==> config.mk <==
export PLATFORM = sky130hd
export DESIGN_NAME = reg_writeback_unit
export DESIGN_NICKNAME = d
export VERILOG_FILES = /design/src/rtl/cpu_pkg.sv /design/src/rtl/wb_fifo.sv /design/src/rtl/reg_writeback_unit.sv
export SDC_FILE = /design/constraint.sdc
export NUM_CORES = 1
export LEC_CHECK = 0
export BUFFER_PORTS_ARGS = -buffer_cell sky130_fd_sc_hd__buf_2
export CORE_ASPECT_RATIO = 1.75
export CORE_UTILIZATION = 43
export CTS_CLUSTER_DIAMETER = 120
export DETAILED_ROUTE_END_ITERATION = 8
export PLACE_DENSITY_LB_ADDON = 0.25
export SLEW_MARGIN = 20
export SYNTH_ARGS = -nofsm -noshare
export SYNTH_HDL_FRONTEND = slang
export SYNTH_SLANG_ARGS = --single-unit
==> constraint.sdc <==
create_clock -name clk -period 2.4 [get_ports clk]
set_input_delay 0.36 -clock clk [delete_from_list [all_inputs] [get_ports clk]]
set_output_delay 0.36 -clock clk [all_outputs]
set_load 0.01 [all_outputs]
==> src/rtl/cpu_pkg.sv <==
// rtl/cpu_pkg.sv - shared register-file constants and write-back entry type
package cpu_pkg;

  localparam int DATA_W        = 8;
  localparam int ADDR_W        = 3;
  localparam int NREGS         = 1 << ADDR_W;
  localparam int WB_FIFO_DEPTH = 4;

  // One pending register-file write
  typedef struct packed {
    logic [ADDR_W-1:0] addr;
    logic [DATA_W-1:0] data;
  } wb_entry_t;

  // Write-back sources competing for the queue
  typedef enum logic {
    SRC_ALU = 1'b0,
    SRC_MEM = 1'b1
  } wb_src_t;

  // One-hot register select used by the busy scoreboard
  function automatic logic [NREGS-1:0] reg_onehot(input logic [ADDR_W-1:0] a);
    return NREGS'(1) << a;
  endfunction

endpackage

==> src/rtl/wb_fifo.sv <==
// rtl/wb_fifo.sv - synchronous FIFO of write-back entries
module wb_fifo
  import cpu_pkg::*;
#(
  parameter  int DEPTH = WB_FIFO_DEPTH,
  localparam int PTR_W = $clog2(DEPTH),
  localparam int LVL_W = $clog2(DEPTH + 1)
) (
  input  logic             clk,
  input  logic             rst,
  input  logic             push,
  input  wb_entry_t        push_entry,
  input  logic             pop,
  output wb_entry_t        head,
  output logic             full,
  output logic             empty,
  output logic [LVL_W-1:0] level
);

  wb_entry_t        mem [DEPTH];
  logic [PTR_W-1:0] wr_ptr;
  logic [PTR_W-1:0] rd_ptr;
  logic             do_push;
  logic             do_pop;

  assign full    = (level == LVL_W'(DEPTH));
  assign empty   = (level == '0);
  assign do_push = push & ~full;
  assign do_pop  = pop & ~empty;
  assign head    = mem[rd_ptr];

  // Storage array; contents need no reset because level gates every read
  always_ff @(posedge clk) begin
    if (do_push) begin
      mem[wr_ptr] <= push_entry;
    end
  end

  // Pointers and occupancy; power-of-two depth lets pointers wrap naturally
  always_ff @(posedge clk) begin
    if (!rst) begin
      wr_ptr <= '0;
      rd_ptr <= '0;
      level  <= '0;
    end else begin
      if (do_push) begin
        wr_ptr <= wr_ptr + PTR_W'(1);
      end
      if (do_pop) begin
        rd_ptr <= rd_ptr + PTR_W'(1);
      end
      if (do_push && !do_pop) begin
        level <= level + LVL_W'(1);
      end else if (do_pop && !do_push) begin
        level <= level - LVL_W'(1);
      end
    end
  end

endmodule

==> src/rtl/reg_writeback_unit.sv <==
// rtl/reg_writeback_unit.sv - ALU/load write-back arbiter, queue drain and busy scoreboard
module reg_writeback_unit
  import cpu_pkg::*;
#(
  parameter  int FIFO_DEPTH = WB_FIFO_DEPTH,
  localparam int LVL_W      = $clog2(FIFO_DEPTH + 1)
) (
  input  logic              clk,
  input  logic              rst,
  input  logic              alu_valid,
  output logic              alu_ready,
  input  logic [ADDR_W-1:0] alu_addr,
  input  logic [DATA_W-1:0] alu_data,
  input  logic              mem_valid,
  output logic              mem_ready,
  input  logic [ADDR_W-1:0] mem_addr,
  input  logic [DATA_W-1:0] mem_data,
  input  logic              claim_valid,
  input  logic [ADDR_W-1:0] claim_addr,
  input  logic              wb_hold,
  output logic [NREGS-1:0]  busy,
  output logic              regwrite,
  output logic [ADDR_W-1:0] writeadd,
  output logic [DATA_W-1:0] writedata,
  output logic [LVL_W-1:0]  fifo_level,
  output logic              wb_err
);

  wb_src_t    last_grant;
  logic       grant_alu;
  logic       grant_mem;
  logic       push;
  wb_entry_t  push_entry;
  logic       pop;
  wb_entry_t  head;
  logic       full;
  logic       empty;

  logic [NREGS-1:0] claim_vec;
  logic [NREGS-1:0] clear_vec;
  logic [NREGS-1:0] busy_next;
  logic             claim_err;
  logic             write_err;

  // Round-robin grant: a tie goes to whichever source did not win last time
  always_comb begin
    grant_alu = 1'b0;
    grant_mem = 1'b0;
    if (alu_valid && mem_valid) begin
      if (last_grant == SRC_MEM) begin
        grant_alu = 1'b1;
      end else begin
        grant_mem = 1'b1;
      end
    end else begin
      grant_alu = alu_valid;
      grant_mem = mem_valid;
    end
  end

  // A full queue refuses entries even when a pop frees a slot this same cycle
  assign alu_ready  = rst & grant_alu & ~full;
  assign mem_ready  = rst & grant_mem & ~full;
  assign push       = (alu_valid & alu_ready) | (mem_valid & mem_ready);
  assign push_entry = grant_mem ? wb_entry_t'{addr: mem_addr, data: mem_data}
                                : wb_entry_t'{addr: alu_addr, data: alu_data};
  assign pop        = ~empty & ~wb_hold;

  // Remember the winner of each accepted transfer; starting at MEM makes ALU win first
  always_ff @(posedge clk) begin
    if (!rst) begin
      last_grant <= SRC_MEM;
    end else if (alu_valid && alu_ready) begin
      last_grant <= SRC_ALU;
    end else if (mem_valid && mem_ready) begin
      last_grant <= SRC_MEM;
    end
  end

  wb_fifo #(
    .DEPTH (FIFO_DEPTH)
  ) u_fifo (
    .clk        (clk),
    .rst        (rst),
    .push       (push),
    .push_entry (push_entry),
    .pop        (pop),
    .head       (head),
    .full       (full),
    .empty      (empty),
    .level      (fifo_level)
  );

  // Register-file write port: one pulse per popped entry, address/data hold otherwise
  always_ff @(posedge clk) begin
    if (!rst) begin
      regwrite  <= 1'b0;
      writeadd  <= '0;
      writedata <= '0;
    end else begin
      regwrite <= pop;
      if (pop) begin
        writeadd  <= head.addr;
        writedata <= head.data;
      end
    end
  end

  // Scoreboard update: the write in flight clears, a new claim sets, set wins on collision
  always_comb begin
    claim_vec = '0;
    clear_vec = '0;
    if (claim_valid) begin
      claim_vec = reg_onehot(claim_addr);
    end
    if (regwrite) begin
      clear_vec = reg_onehot(writeadd);
    end
    busy_next = (busy & ~clear_vec) | claim_vec;
    claim_err = claim_valid & busy[claim_addr] & ~clear_vec[claim_addr];
    write_err = regwrite & ~busy[writeadd];
  end

  // Busy bits and the sticky protocol-error flag
  always_ff @(posedge clk) begin
    if (!rst) begin
      busy   <= '0;
      wb_err <= 1'b0;
    end else begin
      busy <= busy_next;
      if (claim_err || write_err) begin
        wb_err <= 1'b1;
      end
    end
  end

endmodule
After elaboration in Yosys (flattened, before gate mapping)
Memories as Yosys holds them, arrays and structs flattened. A register that Yosys moved wholly into a read port is not among the register bits.
Index checks and enable logic that the tools add are counted.
- register bits: 18
- memory bits (writable): 44
- input bits: 31
- output and inout port bits: 26
- word-level logic and storage cells: 69
- memories: 1
- $add $sub $neg: 4
- magnitude comparators: 2
- eq/ne operators: 1
- shift operators: 2
- muxes and demuxes: 19
- bitwise gates (word level): 21
- reduce and logical (&&, ||, !) cells: 12
- memory list (name ; words ; width ; rd ports ; clocked after Yosys merged registers in ; write ports ; RTL line ; source):
    u_fifo.mem ; 4 ; 11 ; 1 ; 1 ; 1 ; wb_fifo.sv:20 ; wb_entry_t mem [DEPTH];
- operator list (kind ; count):
    8-bit two-way mux ; 2
    1-bit by 3-bit left shift with 8-bit output (first input constant) ; 2
    1-bit AND ; 12
    1-bit two-way mux ; 11
    11-bit two-way mux ; 1
    1-bit binary-select mux with 3-bit select ; 3
    8-bit AND ; 1
    3-bit by 4-bit < comparator with 1-bit output (second input constant) ; 2
    8-bit NOT ; 1
    8-bit OR ; 1
    3-bit two-way mux ; 2
    1-bit logical AND ; 5
    1-bit NOT ; 5
    2-bit by 1-bit adder with 2-bit output (second input constant) ; 2
    2-bit nonzero test ; 2
    3-bit by 1-bit adder with 3-bit output (second input constant) ; 1
    3-bit == test (second input constant) ; 1
    1-bit logical NOT ; 3
    3-bit logical NOT ; 1
    3-bit by 1-bit subtractor with 3-bit output (second input constant) ; 1
    1-bit logical OR ; 1
    1-bit OR ; 1

Logic depth before layout (Yosys ltp)
Gate-level depths: netlist of the first run.
- depth after elaboration: 11
- mapped depth: 10
- depth with buffers taken out: 9

Cells and area by module
Synthesis of the first run repeated with hierarchy kept, for this count alone.
- cells, all modules: 242
- area, all modules: 3299.4 µm²
- modules (own cells, without submodules) (module ; times used ; cells each ; area each (µm²) ; sequential area each (µm²)):
    wb_fifo ; 1 ; 105 ; 2069.5 ; 1501.4
    reg_writeback_unit ; 1 ; 137 ; 1229.9 ; 440.4

Least setup slack after synthesis of the first run
No wires, ideal clock.
- kind: register to register
- from: reg u_fifo.level[0]
- to: reg u_fifo.level[2]
- setup time: 70 ps
- data arrival time: 2125 ps
- required time: 2330 ps
- slack: 206 ps
- stages on the path, launching flop included: 9
- buffers on the path: 0
- clock period less this slack: 2194 ps
- cell sequence: dfxtp_1 -> nor2_2 -> a211oi_4 -> ha_1 -> inv_1 -> fa_1 -> xor2_1 -> or3_1 -> a21oi_1
- word-level cells in the longest chain between the ends: 9
- elaborated cells between the ends (all ways): 21
- classes of those cells: add/sub: 2; eq/ne: 1; mux: 2; bitwise: 10; reduce/logical: 6
- ends and longest elaborated chain (item ; RTL line ; source):
    from (decl) ; wb_fifo.sv:17 ; output logic [LVL_W-1:0] level
    from (signal assigned) ; wb_fifo.sv:53 ; level <= level + LVL_W'(1);
    from (signal assigned) ; wb_fifo.sv:55 ; level <= level - LVL_W'(1);
    3-bit == test * ; wb_fifo.sv:26 ; assign full = (level == LVL_W'(DEPTH));
    1-bit NOT * ; wb_fifo.sv:28, reg_writeback_unit.sv:62, reg_writeback_unit.sv:63 ;
    1-bit AND, on equally long branches ; reg_writeback_unit.sv:62, reg_writeback_unit.sv:63 ;
    1-bit AND ; reg_writeback_unit.sv:64 ; assign push = (alu_valid & alu_ready) | (mem_valid & mem_ready);
    1-bit OR ; reg_writeback_unit.sv:64 ;
    1-bit AND * ; wb_fifo.sv:28 ; assign do_push = push & ~full;
    via u_fifo.do_push ; wb_fifo.sv:23 ; logic do_push;
    1-bit logical NOT ; wb_fifo.sv:54 ; end else if (do_pop && !do_push) begin
    1-bit logical AND ; wb_fifo.sv:54 ;
    2-bit nonzero test (no line) ; -- ;
Mark *: on every way through the listed nets, which the timed path passes. The rest lies on a longest branch. The select of a mux whose other input is x is not followed.
A chain may end at the register's enable or synchronous reset.

Worst setup path after layout of the first run
- from: reg u_fifo.level[2]
- to: reg u_fifo.level[2]
- word-level cells in the longest chain between the ends: 9
- elaborated cells between the ends (all ways): 21
- classes of those cells: add/sub: 2; eq/ne: 1; mux: 2; bitwise: 10; reduce/logical: 6
- ends and longest elaborated chain (item ; RTL line):
    3-bit == test ; wb_fifo.sv:26
    1-bit NOT ; wb_fifo.sv:28, reg_writeback_unit.sv:62, reg_writeback_unit.sv:63
    1-bit AND, on equally long branches ; reg_writeback_unit.sv:62, reg_writeback_unit.sv:63
    1-bit AND ; reg_writeback_unit.sv:64
    1-bit OR ; reg_writeback_unit.sv:64
    1-bit AND ; wb_fifo.sv:28
    1-bit logical NOT ; wb_fifo.sv:54
    1-bit logical AND ; wb_fifo.sv:54
    2-bit nonzero test (no line) ; --
Several ways; a longest one is shown, not always the timed one. The select of a mux whose other input is x is not followed.

==> results of run 1 <==
-- critical path, delay by kind of cell, from the launching register on --
family                     cells  cell delay, ns
and+or+nand+nor                3            0.77
adders and majority gates      2            0.56
DFF                            1            0.37
xor gates and xnor gates       1            0.16
buffers and inverters          2            0.15
AOI/OAI and AO/OA              1            0.14
-- cell type report --
class                      count  area [sq um]  share of cell area [%]
clock inverter                 6          35.0                   0.926
sequential                    73          1900                    50.3
tap                           86           108                    2.84
timing repair buffer          61           318                    8.40
clock buffer                  10           229                    6.05
inverter                       7          26.3                   0.695
multi-input combinational    142          1160                    30.8
-- layout by cell type (no fill, tap or decap), drive strengths merged, types with 10 or more instances in the layout --
cell	count
a21oi	19
buf	61
clkbuf	10
dfxtp	29
edfxtp	44
mux2	11
mux4	14
nand2	28
nor2	15
-- layer usage --
layer / vias to the layer above / part of all wire, % / GRT usage (%)
met2: 47 / 56 / 32.9
met3: 10 / 3.7 / 5.41
met5: - / 0 / 0
met1: 1002 / 38 / 17.8
met4: 0 / 2.2 / 8.94
li1: 988 / - / -
-- power groups by stage --
stage                     Clock (mW)  Sequential (mW)  Combinational [mW]
after floorplan                    0             1.68               0.664
after global placement             0             1.69               0.900
after detailed placement           0             1.70               0.918
after CTS                       1.21             1.67               0.924
after global routing            1.26             1.70                1.01
final                           1.18             1.67               0.901
-- registers in the layout (all words and copies together), names as in the netlist, 2 cells and up --
| name | flops |
|---|---|
| writeadd | 3 |
| u_fifo.mem | 44 |
| u_fifo.level | 3 |
| writedata | 8 |
| u_fifo.rd_ptr | 2 |
| busy | 8 |
| u_fifo.wr_ptr | 2 |
-- worst max-delay path by stage --
stage / from / to / slack, ns / depth (start not counted)
after global routing: u_fifo.level[2] / u_fifo.level[2] / 0.02 / 9
final: u_fifo.level[2] / u_fifo.level[2] / 0.20 / 9
after CTS: u_fifo.level[2] / u_fifo.level[2] / 0.14 / 9
after global placement: u_fifo.level[2] / u_fifo.level[2] / 0.22 / 9
after floorplan: u_fifo.level[0] / u_fifo.level[2] / 0.21 / 8
after detailed placement: u_fifo.level[2] / u_fifo.level[2] / 0.16 / 9
-- metrics by stage --
stage               utilization [%]  power, mW  hold slack [ns]  worst slack (ns)
finish                         52.7       3.75            0.353             0.196
detailed placement             49.0       2.62            0.448             0.162
global route                   52.7       3.97            0.361            0.0170
global placement               49.0       2.58            0.448             0.219
CTS                            52.7       3.80            0.341             0.142
floorplan                         -       2.35            0.481             0.206
-- kinds of logic after synthesis --
logic type | count (synthesis) | share of synthesized area, %
fa+ha+maj | 6 | 2.61
flops | 73 | 60.2
buf+inv | 19 | 3.01
compound gates | 38 | 7.84
xor+xnor | 7 | 1.94
mux | 27 | 14.9
simple gates | 64 | 9.58
==> out/summary.md, run 1 <==
## Run status
* run status: completed

## Clocking
* number of buffers inserted during clock tree synthesis: 9
* Num Clock Sinks: 73
* insertion delay of the later-clocked pin in the worst-skew pair: 0.33 ns
* H-Tree Depth: 3
* master cell of the clock root buffer: sky130_fd_sc_hd__clkbuf_16
* clock slew at the register clock pins of the worst setup and hold paths: 0.05 ns
* number of gates resized after cts: 0
* CTS max path bufs: 2
* cts hold-fix bufs: 0
* clock tree from TritonCTS: yes
* post-CTS setup repair buffer count: 0

## Synthesis
* cell taking the most area after synthesis: sky130_fd_sc_hd__edfxtp_1
* register bit total from synthesis: 73
* count of flip-flops with a built-in enable after synthesis: 44
* top cell types by occurrence after synthesis: sky130_fd_sc_hd__edfxtp_1, sky130_fd_sc_hd__dfxtp_1, sky130_fd_sc_hd__nand2_1
* Synth warnings: 0
* library cells used by synthesis: 43
* Post-Synthesis Net Count: 271
* share of synthesized flip-flops with an asynchronous set or reset: 0%
* post-synthesis instance area: 3160 sq um
* synthesized netlist cell count: 234
* area share of the leading cell type in the synthesized netlist: 41.8%
* Avg Inst Size Synth: 13.5 sq um
* Most used DFF post-synth: sky130_fd_sc_hd__edfxtp_1
* synth top area cells: sky130_fd_sc_hd__edfxtp_1, sky130_fd_sc_hd__dfxtp_1, sky130_fd_sc_hd__mux4_2
* cell with the most instances after synthesis: sky130_fd_sc_hd__edfxtp_1
* proportion of synthesized chip area in sequential cells: 60.2%

## Floorplan
* die width: 66.8 microns
* count of standard-cell rows: 41
* overall die area: 7710 sq um
* core footprint: 7180 sq um
* die span in y: 115 microns
* effective utilization at floorplan: 44.0%
* Ports: 57

## Placement
* dpl cells: 369
* routability congestion estimate: 0.703
* # port buffers: 56
* placed cell areas: 3520 sq um
* DP HPWL: 4360 microns

## Pwr
* maximum vdd drop: 0.000598 V
* part of the power in combinational logic: 24.0%
* Reg power frac: 44.6%
* ratio of total power to cell area: 991 nW/um^2
* clock share of power: 31.4%
* internal power: 2.64 mW
* Switching Share: 29.5%
* power spent charging and discharging nets: 1.11 mW
* leakage component of the power: 1.41 nW

## Global routing
* via count of the first global-routing pass: 2046
* maximum number of pins on one net before global-route repair: 31
* global routing usage summed across all routing layers: 18.0%
* total congestion overflow after global routing: 0
* wire length of the first global-routing pass: 9760 microns
* initial antenna violation count: 0

## Critical path
* slowest CP cell: sky130_fd_sc_hd__fa_1
* flop2flop setup slack: 0.20 ns
* required time of the critical path: 2.66 ns
* FF-to-FF path depth: 9
* CP cell instances: nor3_2 -> nor2_2 -> inv_2 -> ha_1 -> inv_1 -> fa_1 -> xor2_1 -> or3_1 -> a21oi_1
* biggest cell delay along the critical path: 0.38 ns
* largest fanout of any net on the critical path: 13
* crit start category: register
* source of the worst register-to-register timing path: u_fifo.level[2]
* endpoint class of the critical path: register
* critical register-to-register path endpoint: u_fifo.level[2]
* crit path DAT: 2.47 ns
* critical path start-end classification: reg2reg

## Cells and area
* Non-Filler Instances: 385
* Area Overhead vs Synth: 19.6%
* number of filler instances in the final layout: 662
* post-route cell area: 3780 sq um
* share of final-layout standard cells stronger than drive strength 1: 35.8%
* number of antenna cells inserted: 0
* nets@finish: 331

## Timing
* Slew @ Worst Pin: 0.602 ns
* final-layout setup total negative slack: 0 ns
* post-route clock skew: 0.00502 ns
* share of the cycle needed by the critical path after routing: 91.8%
* Max Transition Viols Final: 0
* final setup violation count: 0
* final critical path time including I/O delays and setup: 2.20 ns
* max_slew headroom: 59.8%
* maximum operating frequency: 454 MHz
* unrepaired setup endpoints after global routing: false
* Hold Vio Cnt, Final: 0

## Run
* MaxCap Viol Count: 0

## Drt
* vias: 2047
* DRC violation total after the first TritonRoute iteration: 93
* number of nets with antenna violations after routing: 0
* WL per Instance: 15.8 microns
* wire length after detailed routing: 6070 microns
* number of remaining DRC errors: 0
* drt pass-1 iters: 4
* Via density: 5.32

## Min path
* number of instances on the worst hold path: 3
* worst hold start: claim_valid
* sink of the worst hold path: busy[4]
* min-delay worst type: in2reg

Power figures use the tool's default switching activity.
==> inputs of run 2 (changes only) <==
--- a/config.mk
+++ b/config.mk
@@ -7,6 +7,7 @@
 export LEC_CHECK = 0
 export BUFFER_PORTS_ARGS = -buffer_cell sky130_fd_sc_hd__buf_2
 export CORE_ASPECT_RATIO = 1.75
+export CORE_MARGIN = 1.5
 export CORE_UTILIZATION = 43
 export CTS_CLUSTER_DIAMETER = 120
 export DETAILED_ROUTE_END_ITERATION = 8
==> constraint.sdc (replaced) <==
create_clock -name clk -period 2.4 [get_ports clk]
set_input_delay 0.12 -clock clk [delete_from_list [all_inputs] [get_ports clk]]
set_output_delay 0.12 -clock clk [all_outputs]
set_load 0.01 [all_outputs]
==> run 2 against run 1 <==
  * Power rose by 1.8%
  * Via count shrank 1.6%
  * Final area up 0.43%
  * Utilization up 0.23 points
  * Register-to-register slack improved by 0.03 ns
  * Critical path depth unchanged
  * First-iteration DRC count fell by 56%
  * Die area up 2.4%
  * Clock power up 6%
  * Sequential cell count is the same
  * Routed wire length shrank 1.5%
  * Global-route usage is 1.1 points lower
  * Critical endpoint unchanged
  * Largest cell class unchanged
  * Largest power group unchanged
==> out/summary.md, run 2 (synthesis results as in run 1) <==
## Run status
* run status: completed, unchanged

## Drt
* DRC violation total after the first TritonRoute iteration: 41, was 93
* number of nets with antenna violations after routing: 0, unchanged
* Via density: 5.23, was 5.32
* drt pass-1 iters: 4, unchanged
* vias: 2015, was 2047
* wire length after detailed routing: 5970 microns, was 6070 microns
* number of remaining DRC errors: 0, unchanged
* WL per Instance: 15.5 microns, was 15.8 microns

## Critical path
* critical path start-end classification: reg2reg, unchanged
* Buf/Inv on CP: 2, unchanged
* crit path DAT: 2.42 ns, was 2.47 ns
* biggest cell delay along the critical path: 0.37 ns, was 0.38 ns
* required time of the critical path: 2.66 ns, about the same
* CP cell instances: nor3_2 -> nor2_2 -> inv_2 -> ha_1 -> inv_1 -> fa_1 -> xor2_1 -> or3_1 -> a21oi_1, unchanged
* cell type group with the largest total delay on the critical path: simple AND/OR/NAND/NOR gates, unchanged
* crit start category: register, unchanged
* largest fanout of any net on the critical path: 13, unchanged
* slowest CP cell: sky130_fd_sc_hd__dfxtp_1, was sky130_fd_sc_hd__fa_1
* endpoint class of the critical path: register, unchanged

## Pwr
* Reg power frac: 44.2%, was 44.6%
* clock share of power: 32.7%, was 31.4%
* leakage component of the power: 1.43 nW, was 1.41 nW
* part of the power in combinational logic: 23.1%, was 24.0%
* maximum vdd drop: 0.000540 V, was 0.000598 V
* power spent charging and discharging nets: 1.06 mW, was 1.11 mW
* Switching Share: 27.9%, was 29.5%
* internal power: 2.75 mW, was 2.64 mW
* ratio of total power to cell area: 1000 nW/um^2, was 991 nW/um^2
* post-layout power: 3.81 mW, was 3.75 mW

## Clocking
* clock slew at the register clock pins of the worst setup and hold paths: 0.05 ns, about the same
* clock tree from TritonCTS: yes, unchanged
* CTS max path bufs: 2, unchanged
* cts hold-fix bufs: 0, unchanged
* post-CTS setup repair buffer count: 0, unchanged
* number of gates resized after cts: 0, unchanged
* master cell of the clock root buffer: sky130_fd_sc_hd__clkbuf_16, unchanged
* Num Clock Sinks: 73, unchanged
* insertion delay of the later-clocked pin in the worst-skew pair: 0.32 ns, was 0.33 ns
* H-Tree Depth: 3, unchanged
* number of buffers inserted during clock tree synthesis: 9, unchanged

## Cells and area
* number of filler instances in the final layout: 646, was 662
* number of antenna cells inserted: 0, unchanged
* most common cell after layout, fill and taps aside: sky130_fd_sc_hd__buf_2, unchanged
* nets@finish: 331, unchanged
* largest registers in the final layout: u_fifo.mem (44), busy (8), writedata (8), unchanged
* most frequent cells in the layout: sky130_fd_sc_hd__buf_2, sky130_fd_sc_hd__edfxtp_1, sky130_fd_sc_hd__dfxtp_1, unchanged
* register with the most flip-flops: u_fifo.mem, unchanged
* final core area utilization: 52.9%, was 52.7%
* post-route cell area: 3800 sq um, was 3780 sq um
* Non-Filler Instances: 385, unchanged
* Area Overhead vs Synth: 20.1%, was 19.6%
* flip-flop count of the largest register after layout: 44, unchanged
* share of final-layout standard cells stronger than drive strength 1: 35.5%, was 35.8%

## Floorplan
* die span in y: 116 microns, was 115 microns
* die width: 67.8 microns, was 66.8 microns
* effective utilization at floorplan: 44.0%, unchanged
* Ports: 57, unchanged
* count of standard-cell rows: 41, unchanged
* core footprint: 7180 sq um, unchanged
* overall die area: 7900 sq um, was 7710 sq um

## Timing
* final worst slack: 0.231 ns, was 0.196 ns
* Max Transition Viols Final: 0, unchanged
* Hold Vio Cnt, Final: 0, unchanged
* worst hold slack across all endpoints: 0.113 ns, was 0.353 ns
* final setup violation count: 0, unchanged
* unrepaired setup endpoints after global routing: false, unchanged
* share of the cycle needed by the critical path after routing: 90.4%, was 91.8%
* max_slew headroom: 59.5%, was 59.8%
* final-layout setup total negative slack: 0 ns, unchanged
* final critical path time including I/O delays and setup: 2.17 ns, was 2.20 ns
* post-route clock skew: 0.00389 ns, was 0.00502 ns
* maximum operating frequency: 461 MHz, was 454 MHz
* Slew @ Worst Pin: 0.606 ns, was 0.602 ns

## Min path
* min-delay worst type: in2reg, unchanged

## Global routing
* maximum number of pins on one net before global-route repair: 31, unchanged
* initial antenna violation count: 0, unchanged
* via count of the first global-routing pass: 2048, was 2046
* global routing usage summed across all routing layers: 16.9%, was 18.0%
* wire length of the first global-routing pass: 9450 microns, was 9760 microns
* total congestion overflow after global routing: 0, unchanged

## Placement
* dpl cells: 369, unchanged
* # port buffers: 56, unchanged
* routability congestion estimate: 0.712, was 0.703
* placed cell areas: 3520 sq um, unchanged
* DP HPWL: 4320 microns, was 4360 microns
* Placement Setup Slack: 0.228 ns, was 0.162 ns

## Run
* MaxCap Viol Count: 0, unchanged

## run 2: cell count changes in the layout (fill, tap and decap cells not counted), sizes merged
cell,previous run,this run
clkbuf,10,12
clkinvlp,3,0
bufinv,0,1
## run 2: worst register-to-register path, stage by stage (launching register included)
cell and delay, ns:
sky130_fd_sc_hd__dfxtp_1 0.37, sky130_fd_sc_hd__nor3_2 0.26, sky130_fd_sc_hd__nor2_2 0.15, sky130_fd_sc_hd__inv_2 0.09, sky130_fd_sc_hd__ha_1 0.19, sky130_fd_sc_hd__inv_1 0.06, sky130_fd_sc_hd__fa_1 0.37, sky130_fd_sc_hd__xor2_1 0.16
sky130_fd_sc_hd__or3_1 0.31, sky130_fd_sc_hd__a21oi_1 0.14
## run 2: final timing paths
| path | from | endpoint | slack, ns | depth (start not counted) |
|---|---|---|---|---|
| max reg2reg | u_fifo.level[2] | u_fifo.level[2] | 0.23 | 9 |
| min | claim_valid | busy[7] | 0.11 | 3 |
| min reg2reg | writedata[3] | writedata[3] | 0.46 | 2 |
| max | u_fifo.level[2] | u_fifo.level[2] | 0.23 | 9 |
## run 2: layer usage
layer | track usage, % | up-vias | routed length (microns) | part of all wire, %
met1 | 16.7 | 973 | 2320 | 39
met2 | 31.6 | 51 | 3320 | 56
met3 | 4.62 | 7 | 218 | 3.6
met5 | 0 | - | 0 | 0
met4 | 8.00 | 0 | 112 | 1.9
li1 | - | 984 | - | -
## run 2: cell type report
type | instances | area [sq um] | share of cell area (%)
Clock buffer | 12 | 236 | 6.23
Clock inverter | 4 | 43.8 | 1.15
Inverter | 7 | 26.3 | 0.692
Multi-Input combinational cell | 142 | 1160 | 30.7
Sequential cell | 73 | 1900 | 50.1
Tap cell | 86 | 108 | 2.83
Timing Repair Buffer | 61 | 318 | 8.37
## run 2: power groups by stage
| stage | Sequential [mW] | Clock [mW] | Combinational, mW |
|---|---|---|---|
| after CTS | 1.69 | 1.28 | 0.900 |
| after floorplan | 1.68 | 0 | 0.664 |
| final | 1.69 | 1.25 | 0.881 |
| after global placement | 1.70 | 0 | 0.877 |
| after detailed placement | 1.71 | 0 | 0.895 |
| after global routing | 1.71 | 1.33 | 0.997 |
